`src/rtl/sti_rx_deserializer.sv`:
```
// STI serial-link receiver: rebuilds 8/16/24/32-bit frames from si_data/si_valid
// and delivers the 16-bit payload with pad-error, abort and frame-count status.
module sti_rx_deserializer (
  input  logic        clk,
  input  logic        reset,
  input  logic        si_data,
  input  logic        si_valid,
  input  logic [1:0]  cfg_length,
  input  logic        cfg_msb,
  input  logic        cfg_low,
  input  logic        cfg_fill,
  output logic [15:0] po_data,
  output logic        po_valid,
  output logic        po_perr,
  output logic        po_abort,
  output logic        busy,
  output logic [7:0]  frame_cnt
);

  typedef enum logic {S_IDLE = 1'b0, S_RECV = 1'b1} state_t;

  state_t      state_q, state_d;
  logic [4:0]  cnt_q, cnt_d;
  logic [31:0] raw_q, raw_d;
  logic [1:0]  len_q, len_d;
  logic        msb_q, msb_d;
  logic        low_q, low_d;
  logic        fill_q, fill_d;

  logic [15:0] po_data_q, po_data_d;
  logic        po_valid_q, po_valid_d;
  logic        po_perr_q, po_perr_d;
  logic        po_abort_q, po_abort_d;
  logic        busy_q, busy_d;
  logic [7:0]  frame_cnt_q, frame_cnt_d;

  logic [4:0]  nm1_s;
  logic        last_bit_s;
  logic        abort_s;
  logic [31:0] raw_full_s;
  logic [31:0] word_s;
  logic [15:0] data_s;
  logic        perr_s;

  // Map serial-order bits onto the N-bit word; bits at or above N read as zero.
  function automatic logic [31:0] assemble_word(input logic [31:0] raw,
                                                input logic [4:0]  nm1,
                                                input logic        msb);
    logic [31:0] w;
    logic [4:0]  ii;
    w = 32'h0000_0000;
    for (int i = 0; i < 32; i++) begin
      ii = 5'(i);
      if (ii <= nm1) begin
        if (msb) begin
          w[ii] = raw[nm1 - ii];
        end else begin
          w[ii] = raw[ii];
        end
      end else begin
        w[ii] = 1'b0;
      end
    end
    return w;
  endfunction

  function automatic logic pad_error(input logic [31:0] w,
                                     input logic [1:0]  len,
                                     input logic        fill);
    logic e;
    case (len)
      2'b10:   e = fill ? (|w[7:0])  : (|w[23:16]);
      2'b11:   e = fill ? (|w[15:0]) : (|w[31:16]);
      default: e = 1'b0;
    endcase
    return e;
  endfunction

  assign nm1_s      = {len_q, 3'b111};
  assign last_bit_s = (state_q == S_RECV) && si_valid && (cnt_q == nm1_s);
  assign abort_s    = (state_q == S_RECV) && !si_valid;

  // Frame word including the bit sampled this cycle, and its payload/pad view.
  always_comb begin
    raw_full_s        = raw_q;
    raw_full_s[cnt_q] = si_data;
    word_s            = assemble_word(raw_full_s, nm1_s, msb_q);
    perr_s            = pad_error(word_s, len_q, fill_q);
    case (len_q)
      2'b00:   data_s = low_q ? {word_s[7:0], 8'h00} : {8'h00, word_s[7:0]};
      2'b01:   data_s = word_s[15:0];
      2'b10:   data_s = fill_q ? word_s[23:8] : word_s[15:0];
      2'b11:   data_s = fill_q ? word_s[31:16] : word_s[15:0];
      default: data_s = 16'h0000;
    endcase
  end

  // FSM state register.
  always_ff @(posedge clk or negedge reset) begin
    if (!reset) begin
      state_q <= S_IDLE;
    end else begin
      state_q <= state_d;
    end
  end

  // FSM next-state logic.
  always_comb begin
    state_d = state_q;
    case (state_q)
      S_IDLE: begin
        if (si_valid) begin
          state_d = S_RECV;
        end else begin
          state_d = S_IDLE;
        end
      end
      S_RECV: begin
        if (!si_valid || (cnt_q == nm1_s)) begin
          state_d = S_IDLE;
        end else begin
          state_d = S_RECV;
        end
      end
      default: state_d = S_IDLE;
    endcase
  end

  // Capture datapath: bit counter, serial storage and per-frame configuration.
  always_comb begin
    cnt_d  = cnt_q;
    raw_d  = raw_q;
    len_d  = len_q;
    msb_d  = msb_q;
    low_d  = low_q;
    fill_d = fill_q;
    case (state_q)
      S_IDLE: begin
        if (si_valid) begin
          cnt_d  = 5'd1;
          raw_d  = {31'h0000_0000, si_data};
          len_d  = cfg_length;
          msb_d  = cfg_msb;
          low_d  = cfg_low;
          fill_d = cfg_fill;
        end else begin
          cnt_d = 5'd0;
        end
      end
      S_RECV: begin
        if (si_valid && !last_bit_s) begin
          cnt_d = cnt_q + 5'd1;
          raw_d = raw_full_s;
        end else begin
          cnt_d = 5'd0;
          raw_d = 32'h0000_0000;
        end
      end
      default: begin
        cnt_d = 5'd0;
        raw_d = 32'h0000_0000;
      end
    endcase
  end

  // FSM output logic; everything below is registered before leaving the block.
  always_comb begin
    po_valid_d  = last_bit_s;
    po_abort_d  = abort_s;
    busy_d      = (state_d == S_RECV);
    po_data_d   = po_data_q;
    po_perr_d   = po_perr_q;
    frame_cnt_d = frame_cnt_q;
    if (last_bit_s) begin
      po_data_d   = data_s;
      po_perr_d   = perr_s;
      frame_cnt_d = frame_cnt_q + 8'd1;
    end else begin
      po_data_d   = po_data_q;
      po_perr_d   = po_perr_q;
      frame_cnt_d = frame_cnt_q;
    end
  end

  // Datapath and output registers.
  always_ff @(posedge clk or negedge reset) begin
    if (!reset) begin
      cnt_q       <= 5'd0;
      raw_q       <= 32'h0000_0000;
      len_q       <= 2'b00;
      msb_q       <= 1'b0;
      low_q       <= 1'b0;
      fill_q      <= 1'b0;
      po_data_q   <= 16'h0000;
      po_valid_q  <= 1'b0;
      po_perr_q   <= 1'b0;
      po_abort_q  <= 1'b0;
      busy_q      <= 1'b0;
      frame_cnt_q <= 8'd0;
    end else begin
      cnt_q       <= cnt_d;
      raw_q       <= raw_d;
      len_q       <= len_d;
      msb_q       <= msb_d;
      low_q       <= low_d;
      fill_q      <= fill_d;
      po_data_q   <= po_data_d;
      po_valid_q  <= po_valid_d;
      po_perr_q   <= po_perr_d;
      po_abort_q  <= po_abort_d;
      busy_q      <= busy_d;
      frame_cnt_q <= frame_cnt_d;
    end
  end

  assign po_data   = po_data_q;
  assign po_valid  = po_valid_q;
  assign po_perr   = po_perr_q;
  assign po_abort  = po_abort_q;
  assign busy      = busy_q;
  assign frame_cnt = frame_cnt_q;

endmodule

```
`config.mk`:
```
export PLATFORM = sky130hd
export DESIGN_NAME = sti_rx_deserializer
export DESIGN_NICKNAME = d
export VERILOG_FILES = /design/src/rtl/sti_rx_deserializer.sv
export SDC_FILE = /design/constraint.sdc
export NUM_CORES = 1
export LEC_CHECK = 0
export BUFFER_PORTS_ARGS = -buffer_cell sky130_fd_sc_hd__buf_2
export CORE_MARGIN = 2
export CORE_UTILIZATION = 62
export CTS_CLUSTER_DIAMETER = 60
export CTS_CLUSTER_SIZE = 25
export DETAILED_ROUTE_END_ITERATION = 8
export PLACE_DENSITY = 0.81
export SETUP_SLACK_MARGIN = 0.3
export SLEW_MARGIN = 0
export SYNTH_ARGS = -nofsm -noshare
export SYNTH_HDL_FRONTEND = slang
export SYNTH_SLANG_ARGS = --single-unit
export TNS_END_PERCENT = 20
```
`constraint.sdc`:
```
create_clock -name clk -period 3.8 [get_ports clk]
set_input_delay 0.57 -clock clk [delete_from_list [all_inputs] [get_ports clk]]
set_output_delay 0.57 -clock clk [all_outputs]
set_load 0.05 [all_outputs]
```
==> results_dict.tcl, run 1 <==
set metrics [dict create \
    r2r_setup_slack_ns 0.54 \
    cp_max_fo 28 \
    period_needed_ns 3.26 \
    setup-tns-final_ns 0 \
    path_common_cell "o32ai_1" \
    grt_pass1_wl_um 29900 \
    stdcell_count 814 \
    tritoncts "done" \
    slowest_stage "dfrtp_1" \
    p_leak_nw 2.61 \
    ys_types 81 \
    setup_violations 0 \
    grt_pass1_vias 5645 \
    hp-class "in -> async" \
    worstSetupPathType "reg -> reg" \
    yosysSeqAreaShare_pct 30.5 \
    seqPwrFrac_pct 40.8 \
    post_cts.repair.setup_buffers 0 \
    cp_cell_sequence "nand2b_1 > nor3_1 > o32ai_1 > o32ai_1 > nand4b_1 > nor4bb_1 > nand4_1 > o211a_1" \
    hold_violations 0 \
    final_nets 716 \
    fin_area_sq_um 6090 \
    wl_met1_um 7320 \
    cts_buffers 9 \
    wl_per_cell_um 22.8 \
    clkPwrFrac_pct 30.3 \
    fin_worst_skew_ns 0.00840 \
    synth_flop_cell "dfrtp_1" \
    cts.path.max_buffers 2 \
    grt_overflow 0 \
    power_w 0.00193 \
    drtIter0Drc 689 \
    critPathCaptureType "register" \
    dp_cells 798 \
    max_freq_mhz 306 \
    tightestPinTransition_ns 1.11 \
    synth_edf_count 0 \
    h-tree-depth 3 \
    wl_met2_um 8180 \
    firstDrtPassIters 6 \
    dp_hpwl_um 13000 \
    maxSlewViolCount 0 \
    via_count 5920 \
    antenna_found_initial 0 \
    die_w_um 100 \
    track_usage_pct 38.0 \
    ys_top_cells_by_area "dfrtp_1 31%, mux2i_1 6.5%, o21ai_0 5.1%" \
    start_kind "register" \
    synthArstFlopShare_pct 100 \
    switching_power_w 0.000722 \
    ir_drop_mv 0.252 \
    status "complete, no violations" \
    port_buffers 36 \
    syn_to_final_growth_pct 6.24 \
    antenna_cells 0 \
    rsz0062_at_grt "false" \
    syn_nets 710 \
    route.detailed.drc 0 \
    rr_startpoint "cnt_q[2]$_DFF_PN0_" \
    power.density_nw_per_um2 317 \
    cp.required_ns 4.05 \
    layout-drive-gt1-share_pct 15.1 \
    num_rows 35 \
    yosysWarnings 0 \
    cts_num_sinks 70 \
    combPwrFrac_pct 28.9 \
    synth_top_cell_area_share_pct 30.5 \
    met3WireLength_um 2000 \
    synth.avg_cell_area_sq_um 8.29 \
    clk_latency_ns 0.36 \
    setup_ws_ns 0.535 \
    place.gp.congestion 1.14 \
    synth_cells 692 \
    r2r.worst_path.cells 8 \
    die_area_sq_um 10000 \
    arrival_ns 3.51 \
    post-place-ws_ns 0.764 \
    p_int_w 0.00121 \
    crit_buf_inv 0 \
    initial_utilization_pct 63.0 \
    cts-resized-gates 0 \
    top_layer "met4" \
    critical_path.top_delay_family "simple AND/OR/NAND/NOR gates" \
    vias_per_cell 7.27 \
    r2r_end "po_perr$_DFFE_PN0P_" \
    synth-seq-cells 70 \
    grt_max_degree 71 \
    io_pins 37 \
    clkTransAtPathRegs_ns 0.08 \
    antenna_left 0 \
    synth_top_area_cell "dfrtp_1" \
    postCtsHoldBufs 0 \
    max_stage_delay_ns 0.98 \
    switching_share_pct 37.4 \
    root_buffer "clkbuf_8" \
    post-route-period-util_pct 85.9 \
    netlist_area_sq_um 5730 \
    dpl_cell_area_sq_um 5910 \
    drv_cap 0 \
    finalWirelength_um 18500 \
    slew_headroom_pct 25.6 \
    fp.dieH_um 100 \
    core_sq_um 9110 \
]
[Yosys cell counts, drive strengths merged (3+ instances only)]
master / n
or3: 4
nor3b: 5
mux2i: 37
xnor2: 8
nor2b: 10
clkbuf: 31
nand3b: 5
a31oi: 12
and3: 4
nor4b: 4
ha: 9
buf: 31
a311oi: 3
a21oi: 43
a221oi: 6
nand2: 77
a32o: 7
xor2: 4
and2: 9
o22ai: 16
inv: 16
nor3: 15
a211oi: 6
nor4bb: 4
mux2: 11
nor2: 44
nand2b: 5
nand4: 11
nor4: 3
dfrtp: 70
o31a: 7
and4bb: 5
o31ai: 4
nand4b: 11
a21o: 3
o32ai: 8
nand3: 22
a22oi: 11
or2: 5
o21ai: 64
o21a: 6
[layout make-up]
type,instances,area [sq um]
clock buffers,12,155
clock inverters,4,30.0
fillers,768,3020
inverters,18,67.6
multi-input cells,542,3610
flip-flops and latches,70,1750
well taps,111,139
repair buffers,57,340
[state kept, by name, indices dropped and copies added, names as in the netlist]
name / flops
frame_cnt: 8
low_q: 1
busy: 1
cnt_q: 5
po_abort: 1
len_q: 2
po_valid: 1
po_data: 16
fill_q: 1
raw_q: 32
msb_q: 1
po_perr: 1
[worst reg2reg max path, stage by stage (launching register included)]
cell,delay (ns)
dfrtp_1,0.98
nand2b_1,0.26
nor3_1,0.12
o32ai_1,0.46
o32ai_1,0.27
nand4b_1,0.26
nor4bb_1,0.45
nand4_1,0.18
o211a_1,0.18
[kinds of logic after synthesis]
group / Yosys count / share of synthesized area [%]
AOI/OAI and AO/OA: 227 / 26.3
xor gates and xnor gates: 12 / 2.49
buffers and inverters: 80 / 6.55
and+or+nand+nor: 246 / 23.5
muxes: 48 / 8.62
adders and majority gates: 9 / 1.96
DFF: 70 / 30.5
[power by group through the flow]
stage                     Clock [W]  Combinational (W)  Sequential [W]
after floorplan                   0           0.000389        0.000785
after global placement            0           0.000524        0.000800
after detailed placement          0           0.000530        0.000800
after CTS                  0.000593           0.000533        0.000786
after global routing       0.000621           0.000593        0.000790
final                      0.000584           0.000557        0.000787
[worst max-delay path by stage]
stage                               from                  end  slack, ns  cells past startpoint
finish                cnt_q[2]$_DFF_PN0_  po_perr$_DFFE_PN0P_       0.54                      8
CTS                   cnt_q[2]$_DFF_PN0_  po_perr$_DFFE_PN0P_       0.74                      8
global placement      cnt_q[3]$_DFF_PN0_  po_perr$_DFFE_PN0P_       0.80                      8
detailed placement    cnt_q[2]$_DFF_PN0_  po_perr$_DFFE_PN0P_       0.76                      8
floorplan           len_q[0]$_DFFE_PN0P_  po_perr$_DFFE_PN0P_       1.04                     12
global route          cnt_q[2]$_DFF_PN0_  po_perr$_DFFE_PN0P_       0.50                      8
[per-layer routing]
metal / vias up / GRT usage (%)
li1: 2595 / -
met5: - / 0
met3: 104 / 9.47
met1: 2805 / 52.2
met2: 416 / 54.7
met4: 0 / 21.5
[cell usage in the layout (no fill, tap or decap), types with 6 or more instances in the layout]
master,count
nand4b_1,11
o21a_1,6
nor2b_1,10
a32o_1,7
nand3_1,21
nor2_1,44
clkbuf_8,11
o32ai_1,8
o21ai_0,58
inv_1,16
dfrtp_1,69
nand2_1,77
buf_4,22
nor3_1,13
xnor2_1,7
o31a_1,7
a211oi_1,6
nand4_1,11
mux2i_1,37
a21oi_1,43
o21ai_1,6
buf_2,35
ha_1,9
a31oi_1,12
a22oi_1,11
and2_1,8
mux2_2,11
o22ai_1,16
[per-stage QoR]
| step | util [%] | hold WS, ns |
|---|---|---|
| after floorplan | - | 0.274 |
| after global placement | 64.8 | 0.455 |
| after detailed placement | 64.8 | 0.469 |
| after CTS | 66.9 | 0.364 |
| after global routing | 66.9 | 0.419 |
| final | 66.9 | 0.342 |
No activity file was read; power rests on OpenSTA's default activity.
==> run 2: changes to the inputs <==
- CTS_BUF_LIST: not set -> sky130_fd_sc_hd__clkbuf_16
- PLACE_DENSITY: 0.81 -> 0.91
- SLEW_MARGIN: 0 -> not set
==> run 2 against run 1 <==
Against the previous run: power up 12%; worst setup slack worse by 0.048 ns; first-iteration DRC count up 6.2%; largest power group is now clock; highest routed layer unchanged.
==> results_dict.tcl, run 2 (synthesis gave the netlist of run 1 again) <==
set metrics [dict create \
    status "complete, no violations" \
    clkTransAtPathRegs_ns 0.07 \
    mostFrequentLayoutCells "77 x nand2_1, 69 x dfrtp_1, 58 x o21ai_0, 44 x nor2_1, 43 x a21oi_1" \
    route.detailed.drc 0 \
    post-place-ws_ns 0.746 \
    postCtsHoldBufs 0 \
    cts.path.max_buffers 2 \
    maxSlewViolCount 0 \
    io_pins 37 \
    cp_max_fo 40 \
    n_fill_cell 733 \
    ir_drop_mv 0.237 \
    die_area_sq_um 10000 \
    port_buffers 36 \
    tritoncts "done" \
    period_needed_ns 3.31 \
    power.density_nw_per_um2 347 \
    tightestPinTransition_ns 0.974 \
    cts_buffers 9 \
    dp_cells 798 \
    arrival_ns 3.54 \
    fp.dieH_um 100 \
    post-route-period-util_pct 87.2 \
    grt_max_degree 41 \
    cp.required_ns 4.03 \
    h-tree-depth 3 \
    r2r_setup_slack_ns 0.49 \
    antenna_left 0 \
    via_count 5989 \
    hold_violations 0 \
    core_sq_um 9110 \
    cts-resized-gates 0 \
    drtIter0Drc 732 \
    hp-class "in -> async" \
    cts_num_sinks 70 \
    dp_hpwl_um 13400 \
    finalWirelength_um 19200 \
    num_rows 35 \
    layout-drive-gt1-share_pct 15.2 \
    syn_to_final_growth_pct 8.40 \
    final_common_cell "nand2_1" \
    place.gp.congestion 1.02 \
    cp_cell_sequence "buf_12 > nor2_1 > nand3_1 > o311ai_1 > a32o_1 > a21oi_1 > a2111oi_0 > nand4b_1 > o211a_1" \
    vias_per_cell 7.36 \
    max_flop_register "raw_q" \
    drv_cap 0 \
    fin_worst_skew_ns 0.0137 \
    max_stage_delay_ns 0.66 \
    stdcell_count 814 \
    clk_latency_ns 0.34 \
    root_buffer "clkbuf_16" \
    grt_overflow 0 \
    final_nets 716 \
    initial_utilization_pct 63.0 \
    die_w_um 100 \
    antenna_cells 0 \
    rr_startpoint "cnt_q[4]$_DFF_PN0_" \
    setup_ws_ns 0.488 \
    rsz0062_at_grt "false" \
    post_cts.repair.setup_buffers 0 \
    slew_headroom_pct 35.1 \
    slowest_stage "dfrtp_1" \
    critPathCaptureType "register" \
    wl_per_cell_um 23.5 \
    antenna_found_initial 0 \
    grt_pass1_wl_um 30600 \
    setup-tns-final_ns 0 \
    worstSetupPathType "reg -> reg" \
    p_leak_nw 2.66 \
    largest_reg_flops 32 \
    track_usage_pct 39.1 \
    r2r_end "po_perr$_DFFE_PN0P_" \
    grt_pass1_vias 5610 \
    start_kind "register" \
    firstDrtPassIters 8 \
    setup_violations 0 \
    r2r.worst_path.cells 9 \
    max_freq_mhz 302 \
]
[run 2: cell count changes in the layout (fill, tap and decap cells not counted), sizes merged]
cell / delta
clkinv: +3
clkbuf: -3
[run 2: report_power, final]
group	total (W)	leakage, nW	internal (W)	switching, W
combinational	0.000564	1.56	0.000179	0.000385
clock	0.000807	0.136	0.000443	0.000364
sequential	0.000788	0.961	0.000757	0.0000311
total	0.00216	2.66	0.00138	0.000780
[run 2: area by class of cell]
class                           instances  area [sq um]  area share, %
Inverter                               18          67.6           1.09
Timing Repair Buffer                   57           375           6.04
Sequential cell                        70          1750           28.2
Tap cell                              111           139           2.23
Multi-Input combinational cell        542          3610           58.0
Clock buffer                            9           225           3.62
Clock inverter                          7          48.8          0.785
[run 2: worst max-delay path by stage]
stage,end,cells past startpoint,start,slack (ns)
6_report,po_perr$_DFFE_PN0P_,9,cnt_q[4]$_DFF_PN0_,0.49
3_3_place_gp,po_perr$_DFFE_PN0P_,9,cnt_q[4]$_DFF_PN0_,0.65
2_1_floorplan,po_perr$_DFFE_PN0P_,12,len_q[0]$_DFFE_PN0P_,1.04
4_1_cts,po_perr$_DFFE_PN0P_,9,cnt_q[4]$_DFF_PN0_,0.74
3_5_place_dp,po_perr$_DFFE_PN0P_,9,cnt_q[4]$_DFF_PN0_,0.75
5_1_grt,po_perr$_DFFE_PN0P_,9,cnt_q[4]$_DFF_PN0_,0.47
[run 2: layer usage]
layer | GRT usage (%) | up-vias | part of all wire [%]
li1 | - | 2601 | -
met1 | 55.2 | 2886 | 41
met2 | 59.2 | 424 | 45
met3 | 6.55 | 78 | 9.9
met4 | 17.0 | 0 | 4.3
met5 | 0 | - | 0
[run 2: worst max-delay path, delay by kind of cell (launching register included)]
kind	cells	cell delay (ns)
AOI/OAI and AO/OA	5	1.39
buffers and inverters	1	0.32
DFF	1	0.66
and+or+nand+nor	3	0.83
[run 2: stage by stage]
| step | hold WS (ns) | cell area (sq um) | util, % | total power (W) |
|---|---|---|---|---|
| floorplan | 0.274 | 5730 | - | 0.00117 |
| global placement | 0.454 | 5940 | 65.2 | 0.00133 |
| detailed placement | 0.465 | 5940 | 65.2 | 0.00134 |
| CTS | 0.418 | 6220 | 68.2 | 0.00214 |
| global route | 0.459 | 6220 | 68.2 | 0.00223 |
| finish | 0.390 | 6220 | 68.2 | 0.00216 |
